[config.mk]
export PLATFORM = sky130hd
export DESIGN_NAME = sqrt_iter_engine
export DESIGN_NICKNAME = d
export VERILOG_FILES = /design/src/rtl/sqrt_iter_engine.sv
export SDC_FILE = /design/constraint.sdc
export NUM_CORES = 1
export LEC_CHECK = 0
export BUFFER_PORTS_ARGS = -buffer_cell sky130_fd_sc_hd__buf_4
export CORE_MARGIN = 2
export CORE_UTILIZATION = 56
export CTS_CLUSTER_DIAMETER = 150
export CTS_CLUSTER_SIZE = 30
export DETAILED_ROUTE_END_ITERATION = 12
export PLACE_DENSITY = 0.78
export SYNTH_ARGS = -nofsm -noshare
export SYNTH_HDL_FRONTEND = slang
export SYNTH_SLANG_ARGS = --single-unit
[constraint.sdc]
create_clock -name clk -period 2.32 [get_ports clk]
set_input_delay 0.348 -clock clk [delete_from_list [all_inputs] [get_ports clk]]
set_output_delay 0.348 -clock clk [all_outputs]
set_load 0.005 [all_outputs]
[src/rtl/sqrt_iter_engine.sv]
// Handshaked iterative integer square root: root = floor(sqrt(din)), rem = din - root^2.
// Optional macro SQRT_ROUND_EN adds a registered round-to-nearest output root_rnd.
module sqrt_iter_engine #(
  parameter int DIN_W = 16,
  parameter int STEPS = 1
) (
  input  logic               clk,
  input  logic               rst,
  input  logic               in_valid,
  output logic               in_ready,
  input  logic [DIN_W-1:0]   din,
  output logic               out_valid,
  input  logic               out_ready,
  output logic [DIN_W/2-1:0] root,
  output logic [DIN_W/2:0]   rem,
  output logic               busy
`ifdef SQRT_ROUND_EN
  ,
  output logic [DIN_W/2:0]   root_rnd
`endif
);

  localparam int ROOT_W = DIN_W / 2;
  localparam int NCYC   = ROOT_W / STEPS;
  localparam int RW1    = ROOT_W + 1;
  localparam int TW     = ROOT_W + 4;
  localparam int CNT_W  = $clog2(NCYC + 1);

  typedef enum logic [1:0] {IDLE, CALC, DONE} state_t;

  state_t             state;
  logic [DIN_W-1:0]   rad;
  logic [ROOT_W-1:0]  wroot;
  logic [RW1-1:0]     wrem;
  logic [CNT_W-1:0]   cnt;

  logic [DIN_W-1:0]   nrad;
  logic [ROOT_W-1:0]  nroot;
  logic [RW1-1:0]     nrem;
  logic [TW-1:0]      trial;

  // STEPS digit iterations per clock; the trial is kept wide enough that its MSB is a clean sign.
  always_comb begin
    nrad  = rad;
    nroot = wroot;
    nrem  = wrem;
    trial = '0;
    for (int i = 0; i < STEPS; i++) begin
      trial = {1'b0, nrem, nrad[DIN_W-1 -: 2]} - {2'b00, nroot, 2'b01};
      if (!trial[TW-1]) begin
        nrem  = RW1'(trial);
        nroot = ROOT_W'({nroot, 1'b1});
      end else begin
        nrem  = RW1'({nrem, nrad[DIN_W-1 -: 2]});
        nroot = ROOT_W'({nroot, 1'b0});
      end
      nrad = nrad << 2;
    end
  end

`ifdef SQRT_ROUND_EN
  logic [RW1-1:0] nrnd;
  always_comb begin
    nrnd = {1'b0, nroot} + RW1'(nrem > {1'b0, nroot});
  end
`endif

  always_ff @(posedge clk or negedge rst) begin
    if (!rst) begin
      state     <= IDLE;
      in_ready  <= 1'b0;
      out_valid <= 1'b0;
      busy      <= 1'b0;
      root      <= '0;
      rem       <= '0;
      rad       <= '0;
      wroot     <= '0;
      wrem      <= '0;
      cnt       <= '0;
`ifdef SQRT_ROUND_EN
      root_rnd  <= '0;
`endif
    end else begin
      case (state)
        IDLE: begin
          in_ready <= 1'b1;
          if (in_valid && in_ready) begin
            rad      <= din;
            wroot    <= '0;
            wrem     <= '0;
            cnt      <= '0;
            in_ready <= 1'b0;
            busy     <= 1'b1;
            state    <= CALC;
          end
        end
        CALC: begin
          rad   <= nrad;
          wroot <= nroot;
          wrem  <= nrem;
          cnt   <= cnt + CNT_W'(1);
          // Results land in the output registers only at completion so root/rem never show partials.
          if (cnt == CNT_W'(NCYC - 1)) begin
            root      <= nroot;
            rem       <= nrem;
`ifdef SQRT_ROUND_EN
            root_rnd  <= nrnd;
`endif
            out_valid <= 1'b1;
            state     <= DONE;
          end
        end
        DONE: begin
          if (out_ready) begin
            out_valid <= 1'b0;
            busy      <= 1'b0;
            in_ready  <= 1'b1;
            state     <= IDLE;
          end
        end
        default: state <= IDLE;
      endcase
    end
  end

endmodule

# [After elaboration in Yosys (flattened, before gate mapping)]
# Cells that the tools add are included.
[totals] reg_bits=59 inputBits=20 output_inout_bits=20 word_cells=51
[classes] add_sub_neg=2 eq_ne=6 muxes=22 reduce_logical=11
[ops] op="16-bit one-hot mux with 2 select lines" n=1
[ops] op="9-bit 2-to-1 mux" n=2
[ops] op="9-bit one-hot mux with 2 select lines" n=1
[ops] op="16-bit 2-to-1 mux" n=1
[ops] op="8-bit one-hot mux with 2 select lines" n=1
[ops] op="11-bit by 10-bit subtractor with 12-bit output" n=1
[ops] op="3-bit AND reduction" n=3
[ops] op="8-bit 2-to-1 mux" n=1
[ops] op="4-bit one-hot mux with 2 select lines" n=1
[ops] op="1-bit 2-to-1 mux" n=6
[ops] op="2-bit 2-to-1 mux" n=3
[ops] op="2-bit != test (second input constant)" n=3
[ops] op="1-bit one-hot mux with 2 select lines" n=3
[ops] op="2-bit one-hot mux with 3 select lines" n=1
[ops] op="2-bit AND reduction" n=3
[ops] op="2-bit nonzero test" n=3
[ops] op="4-bit by 1-bit adder with 4-bit output (second input constant)" n=1
[ops] op="4-bit by 3-bit equality test with 1-bit output (second input constant)" n=1
[ops] op="4-bit 2-to-1 mux" n=1
[ops] op="2-bit by 1-bit equality test with 1-bit output (second input constant)" n=1
[ops] op="2-bit equality test (second input constant)" n=1
[ops] op="2-bit logical NOT" n=1
[ops] op="1-bit logical AND" n=1

# [Depth between registers and ports, before layout]
# Gate-level depths: netlist of run 1.
[logic_depth] ltp_word=3 mapped_depth=8 depth_no_buf=7

# [Worst setup path after synthesis of run 1]
# OpenSTA, ideal clock, no wires.
[synth_timing] path_kind="reg-to-reg" startpoint="reg wrem[4]" endpoint="reg rem[1]" setup_ns=0.125 t_arrival_ns=1.767 t_required_ns=2.195 path_slack_ns=0.428 stages_incl_launch_ff=7 path_buffers=0 synth_period_minus_slack_ns=1.892 path_cell_list="dfrtp_1 -> ha_1 -> a21oi_1 -> a21oi_1 -> nor3_4 -> mux2i_1 -> mux2_2"
[synth_between] elab_chain_cells=2
[synth_lines] item="start, declared" line="34" text="logic [RW1-1:0] wrem;"
[synth_lines] item="start signal, assigned" line="100" text="wrem <= nrem;"
[synth_lines] item="11-bit by 10-bit subtractor with 12-bit output" line="49" text="trial = {1'b0, nrem, nrad[DIN_W-1 -: 2]} - {2'b00, nroot, 2'b01};"
[synth_lines] item="9-bit 2-to-1 mux" line="50" text="if (!trial[TW-1]) begin"
[synth_lines] item="end signal, assigned" line="105" text="rem <= nrem;"
[synth_lines] item="end, declared" line="15" text="output logic [DIN_W/2:0] rem,"
# No other way between the ends.
# A chain may end at the register's enable or synchronous reset.

# [Final worst setup path of run 1]
[layout_timing] startpoint="reg wrem[6]" endpoint="reg rem[6]"
# The elaborated chain is that of the path after synthesis.

==> results of run 1 <==
[worst max-delay path by stage]
stage / from / endpoint / slack [ns]
floorplan: wrem[4]$_DFFE_PN0P_ / rem[1]$_DFFE_PN0P_ / 0.43
global placement: wrem[1]$_DFFE_PN0P_ / wrem[6]$_DFFE_PN0P_ / 0.21
detailed placement: wrem[1]$_DFFE_PN0P_ / rem[6]$_DFFE_PN0P_ / 0.19
CTS: wrem[1]$_DFFE_PN0P_ / rem[6]$_DFFE_PN0P_ / 0.15
global route: wrem[6]$_DFFE_PN0P_ / wrem[6]$_DFFE_PN0P_ / 0.02
finish: wrem[6]$_DFFE_PN0P_ / rem[6]$_DFFE_PN0P_ / 0.17
[logic make-up (layout without fill, tap and decap cells)]
group	count (synthesis)	after routing
AO/OA/AOI/OAI	81	81
XOR/XNOR	6	6
adder cells (fa/ha/maj)	10	10
buffers and inverters	26	72
flip-flops	59	59
multiplexers	6	6
AND/OR/NAND/NOR	91	91
[power by group]
part | switching, uW | total (uW) | leakage [uW] | internal, uW
clock network | 372 | 942 | 0.000104 | 570
registers | 286 | 1790 | 0.000722 | 1500
logic | 1520 | 2780 | 0.000703 | 1260
total | 2180 | 5510 | 0.00153 | 3340
[worst max-delay path, stage by stage, from the launching register on]
cell and delay (ns):
dfrtp_1 0.41, ha_1 0.40, nand4b_1 0.18, a211oi_2 0.27
nor3_4 0.07, buf_4 0.17, or3b_1 0.39, a31oi_1 0.17
[placed cells by master (no fill, tap or decap), types with 5 or more instances in the layout]
master	n
o21ai_0	24
clkbuf_8	12
ha_1	9
nand2_1	32
mux2i_1	5
a21oi_1	11
dfrtp_1	59
nor2_1	33
o22ai_1	23
buf_4	46
inv_1	12
[metal layers]
layer,vias up,part of all wire [%],track usage (%)
met3,15,4.5,4.61
met2,58,47,38.4
met1,1038,45,29.7
met4,0,2.6,12.9
met5,-,0,0
li1,1074,-,-
[through the flow]
step | util, % | worst slack, ns | hold slack (ns)
after global routing | 70.3 | 0.0155 | 0.146
after CTS | 70.2 | 0.153 | 0.0929
after detailed placement | 66.0 | 0.194 | 0.449
after floorplan | - | 0.428 | 0.0524
after global placement | 66.0 | 0.211 | 0.449
final | 70.3 | 0.170 | 0.0766
[flip-flops by register name, indices dropped and copies added (netlist names)]
name	cells
cnt	4
out_valid	1
wroot	8
rem	9
rad	16
wrem	9
busy	1
in_ready	1
state	2
root	8
[final cells by class]
type	instances	area (sq um)	share of cell area (%)
Sequential cell	59	1480	44.5
Tap cell	67	83.8	2.53
Multi-Input combinational cell	194	1170	35.2
Timing Repair Buffer	46	345	10.4
Clock inverter	2	35.0	1.06
Inverter	12	45.0	1.36
Clock buffer	12	165	4.98
[repair_timing]
item                       CTS  global route
setup endpoints to repair    0             1
hold buffers                 0             0
hold endpoints to repair     0             0
gates resized for setup      0             1
==> results.json, run 1 <==
{
  "diodes": 0,
  "yosysMostFrequentCell": "dfrtp_1",
  "worstPathArrival_ns": 2.40,
  "synth_xor_area_share_pct": 1.91,
  "synth_cells": 279,
  "instances_no_fill": 392,
  "root_buffer": "clkbuf_8",
  "timing.rr.end": "rem[6]$_DFFE_PN0P_",
  "cts_max_level": 3,
  "hold_viol_final": 0,
  "netlist_top_cells_area": "dfrtp_1 (54%), o22ai_1 (5.2%), ha_1 (4.6%), nor2_1 (4.5%), o21ai_0 (4.4%)",
  "antenna_found_initial": 0,
  "initial_core_util_pct": 58.1,
  "n_fill_cell": 374,
  "cts_buffers": 9,
  "gp_congestion": 0.904,
  "total_leakage_power_uw": 0.00153,
  "setup_viol": 0,
  "power_density_mw_per_mm2": 1660,
  "hp-class": "primary input to asynchronous set/reset pin",
  "ant_nets": 0,
  "cts_tree": "done",
  "vdd_drop_max_mv": 0.743,
  "remaining_drc_errors": 0,
  "nets": 352,
  "synth_area_leader_cell": "dfrtp_1",
  "drtIter0Drc": 93,
  "post-dp-hpwl_microns": 3890,
  "async_flop_share_pct": 100,
  "avgSynthCellArea_sq_um": 9.84,
  "grt_first_pass_wirelength_microns": 9740,
  "ys_top_cells_by_count": "dfrtp_1 (59), nor2_1 (33), nand2_1 (32)",
  "synth_area_sq_mm": 0.00275,
  "layout_min_cycle_time_ns": 2.15,
  "dpl-instance-area_sq_mm": 0.00312,
  "track_usage_pct": 23.6,
  "design.die.area_sq_mm": 0.00548,
  "seq_area_frac_synth_pct": 53.8,
  "die-height_microns": 74.0,
  "start_kind": "flop",
  "relSlewSlack_pct": 52.1,
  "reg2regPathDepth": 7,
  "wl_microns": 5650,
  "ys_types": 41,
  "maxCapViolations": 0,
  "synth.top_cell.area_share_pct": 53.8,
  "clock-sinks": 59,
  "drive_gt1_share_pct": 21.2,
  "grt-ovfl-total": 0,
  "synthFlopType": "dfrtp_1",
  "clock.fmax_mhz": 465,
  "grt_max_degree": 60,
  "end_kind": "flop",
  "cts.path.max_buffers": 2,
  "portBuffers": 39,
  "dr.pass1.iters": 4,
  "core_sq_mm": 0.00472,
  "post_cts_buffers": 0,
  "synth_top_family_by_area": "compound AO/OA/AOI/OAI gates",
  "grt_pass1_vias": 2190,
  "synthToLayoutAreaGrowth_pct": 20.8,
  "synth_edf_count": 0,
  "ff2ff_setup_slack_ns": 0.17,
  "finalInstanceArea_sq_mm": 0.00332,
  "vias_per_cell": 5.57,
  "rsz0062_at_grt": "no",
  "wl_per_cell_microns": 14.4,
  "drv_slew": 0,
  "synth_compound_area_share_pct": 18.4,
  "clkTransAtPathRegs_ns": 0.06,
  "clock_skew_ns": 0.0106,
  "row_count": 25,
  "worst_slew_pin_slew_ns": 0.719,
  "die_x_microns": 74.0,
  "synthMuxAreaShare_pct": 2.23,
  "regToRegStartpoint": "wrem[6]$_DFFE_PN0P_",
  "status": "complete, no violations",
  "synth_warnings": 0,
  "syn-num-nets": 309,
  "vias": 2185,
  "dp.cells": 378,
  "power_uw": 5510,
  "tns_ns": 0,
  "yosys.area_share.simple_pct": 15.4,
  "synth_fa_ha_area_share_pct": 4.56,
  "crit_fanout": 9,
  "crit_required_ns": 2.57,
  "ys_ff_latch": 59,
  "finalCritPeriodShare_pct": 92.7,
  "critPathKind": "flop to flop",
  "insertion_delay_ns": 0.33,
  "io_pins": 40
}
(Power assumes the default switching activity.)
==> run 2: changes to the inputs <==
Settings changed: CELL_PAD_IN_SITES_DETAIL_PLACEMENT from default to 1, CELL_PAD_IN_SITES_GLOBAL_PLACEMENT from default to 2, CORE_UTILIZATION 56 to 35, PLACE_DENSITY 0.78 to default, PLACE_DENSITY_LB_ADDON from default to 0.1.
==> run 2 against run 1 <==
  * First-iteration DRC count decreased by 38%
  * Die area increased by 56%
  * Clock power decreased by 10%
  * Critical path type unchanged
  * Power increased by 3.3%
  * Critical endpoint is now rem[1]$_DFFE_PN0P_
  * Cell area increased by 2.6%
  * Global-route usage decreased by 5.8 points
  * Clock skew about the same
  * Non-clock buffer count increased by 7
  * Sequential share of layout area decreased by 1.1 points
  * Register-to-register slack got worse by 0.03 ns
  * Wire length increased by 23%
  * Count of clock-buffer cells in the layout increased by 1
==> results.json, run 2 (synthesized netlist as in run 1, its figures left out) <==
{
  "status": "complete, no violations",
  "drtIter0Drc": 58,
  "cts.path.max_buffers": 2,
  "nets": 359,
  "top_regs": "rad x16, rem x9, wrem x9",
  "track_usage_pct": 17.8,
  "end_kind": "flop",
  "clkTransAtPathRegs_ns": 0.06,
  "final_cell_mix": "dfrtp_1 (59), buf_4 (52), nor2_1 (33), nand2_1 (32), o21ai_0 (24)",
  "grt_first_pass_wirelength_microns": 11800,
  "dpl-instance-area_sq_mm": 0.00320,
  "finalInstanceArea_sq_mm": 0.00340,
  "die_x_microns": 92.6,
  "initial_core_util_pct": 35.9,
  "crit_fanout": 6,
  "relSlewSlack_pct": 48.7,
  "die-height_microns": 92.6,
  "worst_slew_pin_slew_ns": 0.769,
  "cts_tree": "done",
  "grt_max_degree": 60,
  "diodes": 0,
  "start_kind": "flop",
  "cts_buffers": 9,
  "layout_min_cycle_time_ns": 2.18,
  "portBuffers": 39,
  "vdd_drop_max_mv": 0.702,
  "io_pins": 40,
  "core_sq_mm": 0.00765,
  "remaining_drc_errors": 0,
  "vias_per_cell": 5.11,
  "critPathKind": "flop to flop",
  "rsz0062_at_grt": "no",
  "n_fill_cell": 886,
  "row_count": 32,
  "wl_microns": 6930,
  "layout_commonest_cell": "dfrtp_1",
  "insertion_delay_ns": 0.33,
  "cts-resized-gates": 0,
  "finalCritPeriodShare_pct": 93.8,
  "cts_max_level": 3,
  "setup_ws_ns": 0.144,
  "vias": 2225,
  "design.die.area_sq_mm": 0.00857,
  "power_density_mw_per_mm2": 1670,
  "clock-sinks": 59,
  "pre_cts_ws_ns": 0.108,
  "tns_ns": 0,
  "hold_viol_final": 0,
  "maxCapViolations": 0,
  "root_buffer": "clkbuf_8",
  "crit_required_ns": 2.58,
  "synthToLayoutAreaGrowth_pct": 23.9,
  "hp-class": "primary input to asynchronous set/reset pin",
  "gp_congestion": 0.848,
  "drive_gt1_share_pct": 22.5,
  "clock.fmax_mhz": 460,
  "wl_per_cell_microns": 15.9,
  "clock_skew_ns": 0.0102,
  "grt-ovfl-total": 0,
  "dr.pass1.iters": 4,
  "antenna_found_initial": 0,
  "largest_reg_flops": 16,
  "grt_pass1_vias": 2335,
  "regMostFlops": "rad",
  "ant_nets": 0,
  "drv_slew": 0,
  "total_leakage_power_uw": 0.00156,
  "worstPathArrival_ns": 2.44,
  "setup_viol": 0,
  "post-dp-hpwl_microns": 4730
}
==> run 2: changes by cell type in the layout (fill, tap and decap cells not counted) <==
cell / previous run / this run
buf_4: 46 / 52
buf_12: 0 / 1
clkinv_2: 1 / 2
ha_2: 1 / 0
ha_1: 9 / 10
clkbuf_1: 0 / 1
bufinv_16: 1 / 0
==> run 2: where the power goes <==
group	switching [uW]	total [uW]	leakage, uW	internal, uW
logic	1670	3050	0.000741	1380
registers	295	1800	0.000722	1500
clock network	381	846	0.0000953	466
==> run 2: stage by stage <==
step                      util, %  total power, uW  hold slack, ns  instances
after floorplan                 -             3760          0.0524        279
after global placement       41.9             4770           0.466        419
after detailed placement     41.9             4820           0.471        419
after CTS                    44.2             5700           0.113        434
after global routing         44.5             6210           0.133        435
final                        44.5             5700          0.0747        435
==> run 2: timing repair <==
action / CTS / global route
setup endpoints to repair: 0 / 10
setup buffers: 0 / 1
hold buffers: 0 / 0
==> run 2: layout make-up <==
class	instances	area (sq um)	share of cell area (%)
tap	102	128	3.75
sequential	59	1480	43.4
clock buffer	13	169	4.96
multi-input combinational	194	1160	34.2
inverter	12	45.0	1.32
timing repair buffer	53	410	12.1
clock inverter	2	10.0	0.294
==> run 2: final timing paths <==
path,slack (ns),cells past startpoint,to,from
min in group clk,0.21,2,state[1]$_DFFE_PN0P_,out_ready
max in group asynchronous,1.72,1,wrem[5]$_DFFE_PN0P_,rst
min,0.07,1,rad[8]$_DFFE_PN0P_,rst
min reg2reg,0.48,2,out_valid$_DFFE_PN0P_,out_valid$_DFFE_PN0P_
max,0.14,8,rem[1]$_DFFE_PN0P_,wroot[1]$_DFFE_PN0P_
max reg2reg,0.14,8,rem[1]$_DFFE_PN0P_,wroot[1]$_DFFE_PN0P_
==> run 2: critical path, stage by stage, from the launching register on <==
cell and delay, ns:
dfrtp_1 0.36, inv_1 0.12, ha_1 0.33, a21oi_1 0.26, a211oi_2 0.13, nor3_4 0.25, buf_12 0.16, mux2i_1 0.30
mux2_2 0.20
==> run 2: routing by layer <==
metal  vias to the layer above  GRT usage, %  routed length, microns
met1                      1095          23.9                    3340
met5                         -             0                       0
met3                         7          4.88                     209
met2                        30          28.0                    3290
li1                       1093             -                       -
met4                         0          5.60                      89
